**src/rtl/crumb_compare_sequencer_pkg.sv**
```systemverilog
// Shared definitions for the crumb compare sequencer: FSM state encoding and
// the one-hot flag-triple constants in {f1,f2,f3} bit order.
package crumb_compare_sequencer_pkg;

  typedef enum logic [1:0] {
    ST_IDLE = 2'd0,
    ST_RUN  = 2'd1,
    ST_DONE = 2'd2
  } state_e;

  localparam logic [2:0] FLAG_GT = 3'b100;
  localparam logic [2:0] FLAG_EQ = 3'b010;
  localparam logic [2:0] FLAG_LT = 3'b001;

endpackage

```
**src/rtl/crumb_flag_decode.sv**
```systemverilog
// Combinational decode of one crumb_comparator flag triple into its verdict,
// flagging any triple that is not exactly one-hot.
module crumb_flag_decode
  import crumb_compare_sequencer_pkg::*;
(
  input  logic [2:0] flags,
  output logic       is_gt,
  output logic       is_eq,
  output logic       is_lt,
  output logic       bad_flags
);

  always_comb begin
    is_gt     = (flags == FLAG_GT);
    is_eq     = (flags == FLAG_EQ);
    is_lt     = (flags == FLAG_LT);
    bad_flags = !(is_gt || is_eq || is_lt);
  end

endmodule

```
**src/rtl/crumb_compare_sequencer.sv**
```systemverilog
// Accumulates per-crumb compare flags, MSB crumb first, into one wide
// greater/equal/less verdict using a time-shared 2-bit comparator.
module crumb_compare_sequencer
  import crumb_compare_sequencer_pkg::*;
#(
  parameter int NUM_CRUMBS = 4,
  parameter int CNT_W      = 4
) (
  input  logic             clk,
  input  logic             rst,
  input  logic             start,
  input  logic             in_valid,
  input  logic             f1,
  input  logic             f2,
  input  logic             f3,
  output logic             busy,
  output logic             done,
  output logic             gt,
  output logic             eq,
  output logic             lt,
  output logic             err,
  output logic [CNT_W-1:0] crumb_cnt
);

  localparam logic [CNT_W-1:0] LAST_CNT = CNT_W'(NUM_CRUMBS - 1);

  state_e           state_q, state_d;
  logic [CNT_W-1:0] cnt_q, cnt_d;
  logic             gt_q, gt_d;
  logic             eq_q, eq_d;
  logic             lt_q, lt_d;
  logic             err_q, err_d;
  logic             decided_q, decided_d;
  logic             pend_gt_q, pend_gt_d;

  logic is_gt, is_eq, is_lt, bad_flags;

  crumb_flag_decode u_decode (
    .flags     ({f1, f2, f3}),
    .is_gt     (is_gt),
    .is_eq     (is_eq),
    .is_lt     (is_lt),
    .bad_flags (bad_flags)
  );

  // The decision is held privately in decided/pend_gt so gt/lt stay low
  // while busy and only appear together with the done pulse.
  always_comb begin
    state_d   = state_q;
    cnt_d     = cnt_q;
    gt_d      = gt_q;
    eq_d      = eq_q;
    lt_d      = lt_q;
    err_d     = err_q;
    decided_d = decided_q;
    pend_gt_d = pend_gt_q;

    if (start) begin
      state_d   = ST_RUN;
      cnt_d     = '0;
      gt_d      = 1'b0;
      eq_d      = 1'b0;
      lt_d      = 1'b0;
      err_d     = 1'b0;
      decided_d = 1'b0;
      pend_gt_d = 1'b0;
    end else begin
      case (state_q)
        ST_IDLE: state_d = ST_IDLE;
        ST_RUN: begin
          if (in_valid) begin
            cnt_d = cnt_q + CNT_W'(1);
            if (bad_flags) begin
              err_d = 1'b1;
            end
            if (!decided_q && !is_eq && !bad_flags) begin
              decided_d = 1'b1;
              pend_gt_d = is_gt;
            end
            if (cnt_q == LAST_CNT) begin
              state_d = ST_DONE;
              gt_d    = decided_d && pend_gt_d;
              lt_d    = decided_d && !pend_gt_d && (decided_q || is_lt);
              eq_d    = !decided_d;
            end
          end
        end
        ST_DONE: state_d = ST_IDLE;
        default: state_d = ST_IDLE;
      endcase
    end
  end

  always_ff @(posedge clk) begin
    if (rst) begin
      state_q   <= ST_IDLE;
      cnt_q     <= '0;
      gt_q      <= 1'b0;
      eq_q      <= 1'b0;
      lt_q      <= 1'b0;
      err_q     <= 1'b0;
      decided_q <= 1'b0;
      pend_gt_q <= 1'b0;
    end else begin
      state_q   <= state_d;
      cnt_q     <= cnt_d;
      gt_q      <= gt_d;
      eq_q      <= eq_d;
      lt_q      <= lt_d;
      err_q     <= err_d;
      decided_q <= decided_d;
      pend_gt_q <= pend_gt_d;
    end
  end

  always_comb begin
    busy      = (state_q == ST_RUN);
    done      = (state_q == ST_DONE);
    gt        = gt_q;
    eq        = eq_q;
    lt        = lt_q;
    err       = err_q;
    crumb_cnt = cnt_q;
  end

endmodule

```
**config.mk**
```make
export PLATFORM = sky130hd
export DESIGN_NAME = crumb_compare_sequencer
export DESIGN_NICKNAME = d
export VERILOG_FILES = /design/src/rtl/crumb_compare_sequencer_pkg.sv /design/src/rtl/crumb_flag_decode.sv /design/src/rtl/crumb_compare_sequencer.sv
export SDC_FILE = /design/constraint.sdc
export NUM_CORES = 1
export LEC_CHECK = 0
export ABC_AREA = 1
export CELL_PAD_IN_SITES_DETAIL_PLACEMENT = 1
export CELL_PAD_IN_SITES_GLOBAL_PLACEMENT = 1
export CORE_MARGIN = 10
export CORE_UTILIZATION = 30
export CTS_CLUSTER_DIAMETER = 40
export DETAILED_ROUTE_END_ITERATION = 10
export PLACE_DENSITY_LB_ADDON = 0.1
export SLEW_MARGIN = 20
export SYNTH_ARGS = -nofsm -noshare
export SYNTH_HDL_FRONTEND = slang
export SYNTH_SLANG_ARGS = --single-unit
```
**constraint.sdc**
```tcl
create_clock -name clk -period 1.5 [get_ports clk]
set_clock_uncertainty 0.05 [all_clocks]
set_input_delay 0.225 -clock clk [delete_from_list [all_inputs] [get_ports clk]]
set_output_delay 0.225 -clock clk [all_outputs]
set_load 0.02 [all_outputs]
```
Yosys cells after proc, flatten, opt, wreduce, memory -nomap -nowiden. Cells that the tools add are included. Widths: inputs -> output; s select.

Input port bits: 7. Word-level logic and storage cells: 51. Output and inout bits: 10. Flip-flop bits (word level): 12.

Add/sub/neg operators: 1. Reduce and logical (&&, ||, !) cells: 19. Mux-type cells: 12. Bitwise logic cells: 2. Equality and inequality tests: 8.

Operators by type and width (number): $mux 1 (12); $reduce_and 2->1 (3); $reduce_and 3->1 (2); $logic_and 1x1->1 (5); $add 4x1->4 const B (1); $eq 4x2->1 const B (1); $logic_not 1->1 (4); $eq 3x1->1 const B (1); $eq 3x2->1 const B (1); $eq 3x3->1 const B (1); $logic_or 1x1->1 (3); $ne 3x2->1 const B (1); $ne 3x3->1 const B (1); $reduce_or 3->1 (1); $eq 2x1->1 const B (1); $eq 2x2->1 const B (1); $not 1->1 (2); $reduce_or 2->1 (1).

Logic depth before layout (Yosys ltp). Gate-level depths: netlist (run 1).

Depth in word-level cells: 11. Mapped depth: 9.

By module. A second synthesis (run 1) with hierarchy kept.

Cells, all modules: 83. Area total of the unflattened synthesis: 614.3 µm².

By module, submodules not included: crumb_compare_sequencer (times used 1, cells an instance 73, sequential area each 240.2 µm², area each 569.3 µm²); crumb_flag_decode (times used 1, cells an instance 10, sequential area each 0.0 µm², area each 45.0 µm²).

Worst setup path before layout (run 1). OpenSTA, ideal clock, no wires.

Kind: register to register. Start point: register cnt_q[0], in the netlist crumb_cnt[0]. End point: register gt_q, in the netlist gt. Buffers on the path: 0. Path slack: 0.145 ns. Stages on the path, launching flop included: 8. Setup time: 0.066 ns. Data arrival time: 1.239 ns. Data required time: 1.384 ns. Clock period less this slack: 1.355 ns. Path through: dfxtp_1 ha_1 nand2_1 nor2_4 inv_2 nor2_2 nand2_1 a21oi_2.

Longest elaborated chain between the ends: 2.

Ends and longest elaborated chain: start: declaration (RTL line crumb_compare_sequencer.sv:28) `logic [CNT_W-1:0] cnt_q, cnt_d;`; start signal: assignment (RTL line crumb_compare_sequencer.sv:106) `cnt_q <= cnt_d;`; $eq 4x2->1 (RTL line crumb_compare_sequencer.sv:80) `if (cnt_q == LAST_CNT) begin`; $reduce_and 3->1 (no line); end signal: assignment (RTL line crumb_compare_sequencer.sv:107) `gt_q <= gt_d;`; end: declaration (RTL line crumb_compare_sequencer.sv:29) `logic gt_q, gt_d;`.

Every way passes these cells. A chain may end at the register's enable or synchronous reset.

Worst setup path in the final report (run 1).
Start point: register state_q[0]. End point: output port busy.

Longest elaborated chain between the ends: 1.

Ends and longest elaborated chain: start: declaration (RTL line crumb_compare_sequencer.sv:27) `state_e state_q, state_d;`; start signal: assignment (RTL line crumb_compare_sequencer.sv:105) `state_q <= state_d;`; $eq 2x1->1 (RTL line crumb_compare_sequencer.sv:117) `busy = (state_q == ST_RUN);`; end: declaration (RTL line crumb_compare_sequencer.sv:16) `output logic busy,`.

Every way passes these cells.

==> results.cfg, run 1 <==
[detailed_routing]
route.detailed.drc = 0
wl_um = 1550
final_antenna_net_count = 0
first_pass_iters = 4
viasPerCell = 4.422
drt_iter0_markers = 10
vias = 566
wl_per_cell_um = 12.11

[timing]
fmax_ghz = 0.7138
rsz0062_at_grt = false
final_min_period_over_clock_period = 0.9340
final.setup.worst_slack_ns = 0.09906
period_needed_ns = 1.401
slew_violations = 0
tightest_slew_ns = 0.2365
fin_tns_setup_ns = 0
setup_violations = 0
slew-limit-headroom = 0.8423
hold_viol_final = 0

[yosys]
synthXorXnorAreaFrac = 0.01542
ys_seq_area_frac = 0.4229
yosys_warnings = 0
synth_area_per_cell_um2 = 7.190
synth_nets = 87
synth_top_family_by_area = simple AND/OR/NAND/NOR gates
synth_simple_gate_area_frac = 0.3106
netlist_instances = 79
synth_mux_area_frac = 0
synth_compound_area_frac = 0.1300
synth_fa_ha_area_frac = 0.02203
ys_ff_latch = 12
syn_area_um2 = 568.0
synth_cell_types = 18

[place]
pre_cts_ws_ns = -0.06196
gp_congestion = 0.6993
dp_hpwl_um = 1264
postPlaceCellArea_um2 = 789.5
io_buffer_count = 16
dp.cells = 124

[power]
p_sw_frac = 0.2375
p_int_uw = 505.4
pwr-share-seq = 0.492
p_sw_uw = 157.4
power_leakage_uw = 0.0004015
clockPowerShare = 0.392
ir_drop_mv = 0.4376
combPwrFrac = 0.116
powerDensity_mw_per_mm2 = 810.1

[cells_and_area]
final_cells = 128
n_fill_cell = 255
layout-drive-gt1-share = 0.1456
seqCellArea_um2 = 240.2
finalInstanceArea_um2 = 818.3
diodes = 0
final_nets = 112
area_growth_pct = 44.05
multiInputGateArea_um2 = 271.5

[job]
max_cap_viol_count = 0

[grt]
track_usage = 0.07955
grt_pass1_vias = 594
grt_first_pass_wirelength_um = 2635
antenna_found_initial = 0
grt-ovfl-total = 0
grt_max_degree = 8

[cts]
cts.clk_slew.worst_paths_ns = 0.08
cts-resized-gates = 9
cts_tree = yes
clk_path_buf_depth = 2
numCtsBuffers = 3
post-cts-setup-buffer-count = 0
cts_sinks = 12
clock_latency_ns = 0.27
cts.htree.levels = 1
root_buffer = clkbuf_4
hold_buffers = 0

[die]
start_util = 0.3220
die_h_um = 63.52
core_mm2 = 0.001764
num_io_pins = 17
die_w_um = 63.52
die_area_mm2 = 0.004034
row_count = 15

[worst_setup_path]
cp.arrival_ns = 1.13
critPathRequiredTime_ns = 1.22
critPathKind = reg -> out
end_kind = primary output
worstPathMaxFanout = 3
setup.worst_path.start_class = flop

[status]
status = complete, no violations

[hold_path]
hp-class = reg -> reg
through the flow:
stage / hold slack, ns / total power (µW) / utilization
after floorplan: 0.2474 / 369.7 / -
after global placement: 0.3859 / 411.4 / 0.4475
after detailed placement: 0.3947 / 413.3 / 0.4475
after CTS: 0.4072 / 676.0 / 0.4617
after global routing: 0.4442 / 704.9 / 0.4638
final: 0.4008 / 662.9 / 0.4638
registers in the layout, summed over array words and instances (netlist names):
register   cells
crumb_cnt      4
decided_q      1
eq             1
err            1
gt             1
lt             1
pend_gt_q      1
state_q        2
cell usage after synthesis, drive strengths merged:
master  instances  area (µm²)
xor2            1       8.760
inv            15       56.31
nor2           13       66.32
o21ai           4       20.02
o21bai          1       7.510
a211oi          1       7.510
dfxtp          12       240.2
ha              1       12.51
nand4           1       6.260
a21oi           7       38.79
nand3b          1       7.510
nand2          17       71.32
nand3           5       25.02
kinds of logic (layout without fill, tap and decap cells):
group | Yosys count | after routing
AO/OA/AOI/OAI | 13 | 13
AND/OR/NAND/NOR | 37 | 37
XOR/XNOR | 1 | 1
flip-flops | 12 | 12
buffers and inverters | 15 | 39
adder cells (fa/ha/maj) | 1 | 1
final cells by class:
class                   count  share of cell area
flip-flops and latches     12              0.2936
inverters                  15             0.06881
repair buffers             20              0.2232
clock buffers               4             0.04434
well taps                  25             0.03823
multi-input cells          52              0.3318
worst max-delay path, cell delays in order (launching register included):
cell and delay, ns:
dfxtp_1 0.35, inv_2 0.05, nor2_4 0.11, dlygate4sd2_1 0.35
per-layer routing:
metal / track usage / part of all wire
met3: 0.04064 / 0.063
met1: 0.08366 / 0.44
met4: 0.02459 / 0.0090
met5: 0 / 0
met2: 0.1344 / 0.49
final timing paths:
path	slack, ns	startpoint	cells after the start	endpoint
worst max-delay path	0.1	state_q[0]$_SDFFE_PP0P_	3	busy
worst min-delay path	0.40	err$_SDFFE_PP0P_	2	err$_SDFFE_PP0P_
worst max register to register	0.16	crumb_cnt[0]$_SDFFE_PP0P_	7	gt$_SDFFE_PP0P_
worst min register to register	0.40	err$_SDFFE_PP0P_	2	err$_SDFFE_PP0P_
power groups by stage:
stage               sequential [µW]  combinational, µW  clock [µW]
finish                          326               77.1         260
global route                    327               86.2         292
CTS                             326               78.5         271
detailed placement              334               79.7           0
global placement                333               78.1           0
floorplan                       335               34.7           0
layout by cell type (no fill, tap or decap), types with 4 or more instances in the layout:
| cell | netlist | final |
|---|---|---|
| nand2_1 | 16 | 16 |
| inv_1 | 13 | 13 |
| dfxtp_1 | 12 | 12 |
| nor2_1 | 10 | 10 |
| dlygate4sd2_1 | 0 | 8 |
| a21oi_1 | 6 | 6 |
| clkdlybuf4s50_1 | 0 | 6 |
| nand3_1 | 5 | 5 |
| o21ai_0 | 4 | 4 |
| buf_4 | 0 | 4 |
Note: power is estimated with default switching activity, not from simulation.
==> inputs of run 2 (changes only) <==
Settings changed: RECOVER_POWER set to 50.
==> run 2 against run 1 <==
Die area stayed put. Highest routed layer unchanged. Hold slack gained 0.0033 ns. Fmax grew 2.0%. Combinational power shrank 5.7%. Cell area down 2.4%.
==> results.cfg, run 2 (synthesized netlist as in run 1, its figures left out) <==
[die]
start_util = 0.3220
die_h_um = 63.52
die_area_mm2 = 0.004034
row_count = 15
num_io_pins = 17
die_w_um = 63.52
core_mm2 = 0.001764

[timing]
fin_tns_setup_ns = 0
hold_ws_ns = 0.4041
hold_viol_final = 0
final_min_period_over_clock_period = 0.9159
slew_violations = 0
setup_violations = 0
final.setup.worst_slack_ns = 0.1262
rsz0062_at_grt = false
tightest_slew_ns = 0.2581
slew-limit-headroom = 0.8287
fmax_ghz = 0.7279
period_needed_ns = 1.374

[detailed_routing]
wl_um = 1545
drt_iter0_markers = 8
viasPerCell = 4.414
first_pass_iters = 4
vias = 565
final_antenna_net_count = 0
wl_per_cell_um = 12.07
route.detailed.drc = 0

[grt]
grt-ovfl-total = 0
track_usage = 0.07955
grt_pass1_vias = 594
antenna_found_initial = 0
grt_max_degree = 8
grt_first_pass_wirelength_um = 2635

[job]
max_cap_viol_count = 0

[cells_and_area]
area_growth_pct = 40.53
final_cell_mix = nand2_1 (17), inv_1 (14), dfxtp_1 (12)
finalInstanceArea_um2 = 798.3
seqCellArea_um2 = 240.2
mostFrequentLayoutCell = nand2_1
largest_register_ffs = 4
diodes = 0
multiInputGateArea_um2 = 264.0
final_nets = 112
layout-drive-gt1-share = 0.1165
n_fill_cell = 259

[worst_setup_path]
setup.worst_path.start_class = flop
worstPathMaxFanout = 2
cp.arrival_ns = 1.10
critPathRequiredTime_ns = 1.22
rrSetupSlack_ns = 0.16
end_kind = primary output
critPathKind = reg -> out

[power]
power_uw = 657.8
ir_drop_mv = 0.4376
powerDensity_mw_per_mm2 = 824.1
power_leakage_uw = 0.0003722

[cts]
cts.clk_slew.worst_paths_ns = 0.08
numCtsBuffers = 3
post-cts-setup-buffer-count = 0
cts_sinks = 12
root_buffer = clkbuf_4
hold_buffers = 0
cts.htree.levels = 1
clk_path_buf_depth = 2
cts_tree = yes
clock_latency_ns = 0.27
cts-resized-gates = 9

[place]
postPlaceCellArea_um2 = 789.5
dp_hpwl_um = 1264
pre_cts_ws_ns = -0.06196
io_buffer_count = 16
gp_congestion = 0.6993

[status]
status = complete, no violations

[hold_path]
hp-class = reg -> reg
[run 2: cell types whose count changed in the layout (fill, tap and decap cells not counted), sizes merged]
cell and change:
buf -1, clkbuf +2, dlymetal6s2s -1
[run 2: where the power goes]
part	switching (µW)	internal [µW]	leakage [µW]	total (µW)
combinational	40.2	32.4	0.000254	72.7
clock	112	147	0.0000210	260
sequential	2.83	323	0.0000971	326
[run 2: layout make-up]
type / count / share of cell area
Clock buffer: 4 / 0.04545
Inverter: 15 / 0.07053
Multi-Input combinational cell: 52 / 0.3307
Sequential cell: 12 / 0.3009
Tap cell: 25 / 0.03918
Timing Repair Buffer: 20 / 0.2132
[run 2: routing by layer]
metal / track usage / part of all wire
met5: 0 / 0
met4: 0.02459 / 0.0091
met3: 0.04064 / 0.063
met2: 0.1344 / 0.49
met1: 0.08366 / 0.43
[run 2: final timing paths]
kind,from,to,depth (start not counted)
worst max-delay path,state_q[1]$_SDFFE_PP0P_,done,3
worst min register to register,err$_SDFFE_PP0P_,err$_SDFFE_PP0P_,2
worst min-delay path,err$_SDFFE_PP0P_,err$_SDFFE_PP0P_,2
worst max register to register,crumb_cnt[0]$_SDFFE_PP0P_,gt$_SDFFE_PP0P_,7
[run 2: through the flow]
step / utilization / cells
2_1_floorplan: - / 79
3_3_place_gp: 0.4475 / 124
3_5_place_dp: 0.4475 / 124
4_1_cts: 0.4617 / 128
5_1_grt: 0.4525 / 128
6_report: 0.4525 / 128
[run 2: critical path: stages (launching register included)]
cell,delay (ns)
dfxtp_1,0.38
inv_1,0.05
nor2_1,0.08
clkdlybuf4s15_1,0.31
